## config.mk

```make
export PLATFORM = sky130hd
export DESIGN_NAME = mem_bus_arbiter
export DESIGN_NICKNAME = d
export VERILOG_FILES = /design/src/rtl/bus_pkg.sv /design/src/rtl/rr_pick.sv /design/src/rtl/mem_bus_arbiter.sv
export SDC_FILE = /design/constraint.sdc
export NUM_CORES = 1
export LEC_CHECK = 0
export ABC_AREA = 1
export BUFFER_PORTS_ARGS = -buffer_cell sky130_fd_sc_hd__buf_4
export CAP_MARGIN = 20
export CORE_UTILIZATION = 45
export DETAILED_ROUTE_END_ITERATION = 10
export PLACE_DENSITY = 0.71
export SKIP_CTS_REPAIR_TIMING = 1
export SLEW_MARGIN = 40
export SYNTH_ARGS = -nofsm -noshare
export SYNTH_HDL_FRONTEND = slang
export SYNTH_SLANG_ARGS = --single-unit
```

## constraint.sdc

```tcl
create_clock -name clk -period 1.43 [get_ports clk]
set_clock_uncertainty 0.1 [all_clocks]
set_input_delay 0.0715 -clock clk [delete_from_list [all_inputs] [get_ports clk]]
set_output_delay 0.0715 -clock clk [all_outputs]
set_load 0.005 [all_outputs]
```

## src/rtl/bus_pkg.sv

```systemverilog
// Shared types and constants for the memory-side bus arbitration logic.
// Latency: n/a (declarations only).
// Backpressure: n/a (declarations only).
//
// Contents: arbiter FSM state encoding and the fixed requestor indices of the
// core pipeline's memory-side requestors.
package bus_pkg;

  typedef enum logic [1:0] {
    IDLE    = 2'd0,
    GRANT   = 2'd1,
    BUSY    = 2'd2,
    RELEASE = 2'd3
  } arb_state_t;

  // Requestor slots on the bus_reqcyc / bus_grant vectors.
  localparam int REQ_VA_PA      = 0;  // page-table walker
  localparam int REQ_ADDR_DATA  = 1;  // load / instruction data
  localparam int REQ_STORE_DATA = 2;  // store data

endpackage

```

## src/rtl/rr_pick.sv

```systemverilog
// Round-robin selector: first set request at or after 'start', wrapping.
// Latency: purely combinational, zero cycles.
// Backpressure: none; vld low when no request bit is set.
//
// Ports:
//   req   [N-1:0]  request vector
//   start [IW-1:0] index searched first (must be < N)
//   idx   [IW-1:0] winning index (0 when vld is low)
//   vld            any request present
module rr_pick #(
  parameter int N  = 3,
  parameter int IW = (N > 1) ? $clog2(N) : 1
) (
  input  logic [N-1:0]  req,
  input  logic [IW-1:0] start,
  output logic [IW-1:0] idx,
  output logic          vld
);

  // One extra bit so start + offset never overflows before the wrap.
  logic [IW:0]   sum;
  logic [IW-1:0] cand;

  always_comb begin
    idx  = '0;
    vld  = 1'b0;
    sum  = '0;
    cand = '0;
    for (int i = 0; i < N; i++) begin
      sum = {1'b0, start} + (IW+1)'(i);
      if (sum >= (IW+1)'(N)) begin
        sum = sum - (IW+1)'(N);
      end
      cand = sum[IW-1:0];
      if (!vld && req[cand]) begin
        vld = 1'b1;
        idx = cand;
      end
    end
  end

endmodule

```

## src/rtl/mem_bus_arbiter.sv

```systemverilog
// Round-robin owner arbiter for the single system-bus master port.
// Latency: request sampled in IDLE -> registered one-hot grant after that edge.
// Backpressure: losers hold bus_reqcyc; grant held through bus_busy, watchdog revokes idle grants.
//
// Ports:
//   clk, reset            core clock, synchronous active-high reset
//   bus_reqcyc [NREQ-1:0] level requests, held until granted or abandoned
//   bus_grant  [NREQ-1:0] registered one-hot (or zero) grant
//   bus_busy              owner is running a bus transaction
//   out_owner             index of the current / most recent grantee
//   out_owner_valid       high whenever bus_grant is nonzero
//   out_timeout           one-cycle pulse when the watchdog revokes a grant
module mem_bus_arbiter
  import bus_pkg::*;
#(
  parameter int NREQ          = 3,
  parameter int GRANT_TIMEOUT = 16
) (
  input  logic                    clk,
  input  logic                    reset,
  input  logic [NREQ-1:0]         bus_reqcyc,
  output logic [NREQ-1:0]         bus_grant,
  input  logic                    bus_busy,
  output logic [$clog2(NREQ)-1:0] out_owner,
  output logic                    out_owner_valid,
  output logic                    out_timeout
);

  localparam int IW = $clog2(NREQ);
  localparam int WW = $clog2(GRANT_TIMEOUT);

  arb_state_t      state_q, state_d;
  logic [NREQ-1:0] grant_q, grant_d;
  logic [IW-1:0]   owner_q, owner_d;
  logic            valid_q, valid_d;
  logic            timeout_q, timeout_d;
  logic [IW-1:0]   last_owner_q, last_owner_d;
  logic [WW-1:0]   wdog_q, wdog_d;

  logic [IW-1:0]   rr_start;
  logic [IW-1:0]   pick_idx;
  logic            pick_vld;

  // Search begins one past the previous owner so every requestor gets a turn.
  assign rr_start = (last_owner_q == IW'(NREQ-1)) ? '0 : last_owner_q + IW'(1);

  rr_pick #(
    .N  (NREQ),
    .IW (IW)
  ) u_rr_pick (
    .req   (bus_reqcyc),
    .start (rr_start),
    .idx   (pick_idx),
    .vld   (pick_vld)
  );

  always_ff @(posedge clk) begin
    if (reset) begin
      state_q      <= IDLE;
      grant_q      <= '0;
      owner_q      <= '0;
      valid_q      <= 1'b0;
      timeout_q    <= 1'b0;
      last_owner_q <= IW'(NREQ-1);
      wdog_q       <= '0;
    end else begin
      state_q      <= state_d;
      grant_q      <= grant_d;
      owner_q      <= owner_d;
      valid_q      <= valid_d;
      timeout_q    <= timeout_d;
      last_owner_q <= last_owner_d;
      wdog_q       <= wdog_d;
    end
  end

  always_comb begin
    state_d      = state_q;
    grant_d      = grant_q;
    owner_d      = owner_q;
    valid_d      = valid_q;
    timeout_d    = 1'b0;
    last_owner_d = last_owner_q;
    wdog_d       = wdog_q;

    unique case (state_q)
      IDLE: begin
        // bus_busy is deliberately not looked at here: a stray busy with no
        // owner is a protocol error and must not disturb arbitration.
        if (pick_vld) begin
          state_d = GRANT;
          grant_d = NREQ'(1) << pick_idx;
          owner_d = pick_idx;
          valid_d = 1'b1;
          wdog_d  = '0;
        end else begin
          grant_d = '0;
          valid_d = 1'b0;
        end
      end

      GRANT: begin
        // Busy outranks an abandon seen in the same cycle: the owner has
        // already started driving the bus.
        if (bus_busy) begin
          state_d = BUSY;
        end else if (!bus_reqcyc[owner_q]) begin
          state_d = RELEASE;
          grant_d = '0;
          valid_d = 1'b0;
        end else if (wdog_q == WW'(GRANT_TIMEOUT-1)) begin
          state_d   = RELEASE;
          grant_d   = '0;
          valid_d   = 1'b0;
          timeout_d = 1'b1;
        end else if (wdog_q != {WW{1'b1}}) begin
          wdog_d = wdog_q + WW'(1);
        end
      end

      BUSY: begin
        // Ownership is kept for the whole transaction; no watchdog here.
        if (!bus_busy) begin
          state_d = RELEASE;
          grant_d = '0;
          valid_d = 1'b0;
        end
      end

      RELEASE: begin
        state_d      = IDLE;
        grant_d      = '0;
        valid_d      = 1'b0;
        last_owner_d = owner_q;
      end

      default: begin
        state_d = IDLE;
        grant_d = '0;
        valid_d = 1'b0;
      end
    endcase
  end

  assign bus_grant       = grant_q;
  assign out_owner       = owner_q;
  assign out_owner_valid = valid_q;
  assign out_timeout     = timeout_q;

endmodule

```

==> results by group <==
GRT
  – Initial antenna violation count: 0
  – Vias in the first global route: roughly 900
  – Largest net degree at the start of global routing: 12
  – Remaining Overflow, GRT: 0
  – First-pass GRT wire length: roughly 3600 um
  – Tot GR Track Use: a little under a fifth

Synth
  – Simple-gate portion of the synthesized area: ~43%
  – Post-Synth Adder-Cell Area: under 10%
  – Syn avg cell area: 7.23 sq um
  – Synthesized Nets: between 150 and 200
  – Synth Area in Compound Gates: between 10% and 20%
  – Syn Inst Count: between 100 and 150
  – Mux cell area share after synthesis: 0%
  – Sequential fraction of the synthesis area: between 20% and 30%
  – Yosys warning count: 0
  – #FFs+latches synth: 15
  – Mapped Area: around 1000 sq um
  – Main combinational cell family by area after synthesis: simple AND/OR/NAND/NOR gates
  – Synth Area in XOR/XNOR: less than 1%
  – Post-synth cell types: 27

Clock network
  – CTS tree: built
  – Clk Latency, worst-skew pair: around 300 ps
  – Htree depth: 1
  – Clock Tree Root: clkbuf_4
  – Max clock buf depth: 2
  – Clk sinks: 15
  – Clock slew at reported path FFs: ~100 ps
  – Total CTS buffers: 3

Critical path
  – Crit path kind: reg2reg
  – CP Max Fanout: 4
  – R2R cell count: 9
  – Element type at the critical path start: flop
  – Worst EP required: around 1500 ps
  – CP max stage delay: approximately 330 ps
  – CP arrival: approximately 1600 ps
  – CP Cell Sequence: inv_2, ha_4, inv_2, or2_4, nand3b_1, nand3_2, nand2_1, nand2_1, nor2_1
  – Crit end category: flop
  – Critical-path top delay cell: dfxtp_2

Pwr
  – Int Pwr: 1.26 mW
  – Leak Pwr: about 0.64 nW
  – Clk network pwr share: 11.7%
  – Worst vdd ir: about 1.1 mV
  – Share of power burned in registers: between 20 and 30%
  – Psw: between 0.9 and 1 mW
  – Combinational Power Share: between 50% and 60%
  – Switch share: between 40% and 50%
  – Power density over the cells: 1670 nW/um^2

Cells and area
  – Area of the multi-input gates: 671 sq um
  – Seq. cell area: between 300 and 400 sq um
  – Area grow syn2layout: 31.3%
  – # diodes: 0
  – Final core utilization: 65.6%
  – # nets final: about 190
  – Filler cells: between 150 and 200
  – Design area: around 1300 sq um
  – Share of layout cells above drive strength 1: 41.0%

Run status
  – Status: finished, violations left
  – Failing checks: hold timing, setup timing

Routing
  – Final wirelength: 2200 um
  – DR iter-0 viols: 28
  – # DRC: 0
  – Vias post-DR: around 1000
  – Post-DR wirelength/cell: approximately 11 um
  – DRT Pass-1 Iters: 4
  – Vias per inst: approximately 5
  – Post-DRT Antenna Nets: 0

Floorplanning
  – Core Area: 2040 sq um
  – Die Y: 49.6 um
  – Die area: between 2000 and 2500 sq um
  – IO Pins: 13
  – Width of the die: ~50 um
  – Row Count: 16
  – Initial Util: roughly half

Timing
  – Setup TNS: -363 ps
  – Max Freq: between 0.6 and 0.7 GHz
  – Tmin final: around 1500 ps
  – Fin. max-slew vios: 0
  – Final WS setup: -83.3 ps
  – Final Cycle Share: 106%
  – Slew headroom: between 70% and 80%
  – Setup violators final: 8
  – Min Hold Slack: -77.2 ps
  – Unrepaired setup endpoints after global routing: true
  – Final Hold Viols: 9
  – Worst-margin pin slew: between 300 and 400 ps

Worst hold path
  – Worst hold path stage count: 2
  – Worst hold path type: in2reg

Place
  – Gpl congestion: between 0.8 and 0.9
  – Final HPWL DP: 1760 um
  – Dpl ws: -128 ps
  – Port Buffer Count: 12
  – Post-DP Area: 1280 sq um

Flow run
  – Max_cap viols: 0
[registers in the layout (all words and copies together), names as in the netlist]
register	flops
wdog_q	4
out_owner_valid	1
last_owner_q	2
out_owner	2
bus_grant	3
state_q	2
out_timeout	1
[cell usage after synthesis]
master | instances | area [sq um]
o2111ai_1 | 1 | 8.76
nand3_4 | 1 | 17.5
a2111oi_0 | 1 | 8.76
nand4_1 | 4 | 25.0
nor2_2 | 3 | 18.8
nand3b_1 | 2 | 15.0
nor2_1 | 9 | 33.8
o21ai_0 | 5 | 25.0
nand2_2 | 2 | 12.5
nand4_4 | 1 | 21.3
nor2_8 | 1 | 20.0
nor3_1 | 1 | 5.00
inv_1 | 17 | 63.8
xor2_1 | 1 | 8.76
o21ai_1 | 2 | 10.0
nand3_2 | 6 | 60.1
or2_2 | 1 | 6.26
nor2_4 | 1 | 11.3
ha_1 | 5 | 62.6
clkbuf_1 | 1 | 3.75
a21oi_1 | 7 | 35.0
inv_2 | 3 | 11.3
nand2_1 | 36 | 135
a21oi_2 | 5 | 43.8
nand2_4 | 1 | 11.3
dfxtp_1 | 15 | 300
nand3_1 | 9 | 45.0
[final cells by class]
cell class | count | share of cell area, %
multi-input combinational | 105 | 50.1
tap | 27 | 2.52
inverter | 20 | 5.61
clock inverter | 1 | 0.374
timing repair buffer | 29 | 16.3
clock buffer | 3 | 1.68
sequential | 15 | 23.5
[cells in the final DEF, fill, tap and decap left out, types with 2 or more instances in the layout]
cell type / count
dfxtp_4: 3
dfxtp_2: 2
nand3_1: 8
nand4_1: 4
ha_1: 3
inv_1: 15
nand2_1: 34
nand2_2: 4
inv_2: 5
nor2_1: 8
nor2_2: 4
o21ai_1: 3
nand3b_1: 2
dfxtp_1: 10
a21oi_1: 7
nand3_2: 7
a21oi_2: 5
o21ai_0: 4
clkbuf_4: 3
buf_4: 29
[through the flow]
step | instances | power, mW
2_1_floorplan | 141 | 1.42
3_5_place_dp | 195 | 1.89
6_report | 200 | 2.23
4_1_cts | 199 | 2.16
3_3_place_gp | 195 | 1.86
5_1_grt | 200 | 2.42
[layer usage]
layer	GRT usage [%]	vias up	wire length [um]
met4	7.14	0	35
li1	-	531	-
met3	2.78	5	69
met5	0	-	0
met1	22.6	463	997
met2	34.0	16	1100
[path summary, 6_finish.rpt]
path           startpoint      endpoint  slack (ps)
min reg2reg  bus_grant[2]  bus_grant[2]         370
max reg2reg    state_q[1]    state_q[1]         -80
max            state_q[1]    state_q[1]         -80
min                 reset  bus_grant[0]         -80
[critical path, delay by kind of cell, from the launching register on]
kind	cells	cell delay (ps)
and+or+nand+nor	6	710
DFF	1	330
adders and majority gates	1	150
buffers and inverters	2	120
[power groups by stage]
stage | logic (mW) | clock network [mW] | registers [mW]
after detailed placement | 1.25 | 0 | 0.640
after floorplan | 0.774 | 0 | 0.642
after CTS | 1.27 | 0.261 | 0.630
after global placement | 1.22 | 0 | 0.634
after global routing | 1.48 | 0.281 | 0.656
final | 1.33 | 0.261 | 0.638
[logic make-up (layout without fill, tap and decap cells)]
kind of cell / count (synthesis) / count (layout)
xor gates and xnor gates: 1 / 1
and+or+nand+nor: 78 / 78
AOI/OAI and AO/OA: 21 / 21
adders and majority gates: 5 / 5
DFF: 15 / 15
buffers and inverters: 21 / 53
Note: power is estimated with default switching activity, not from simulation.
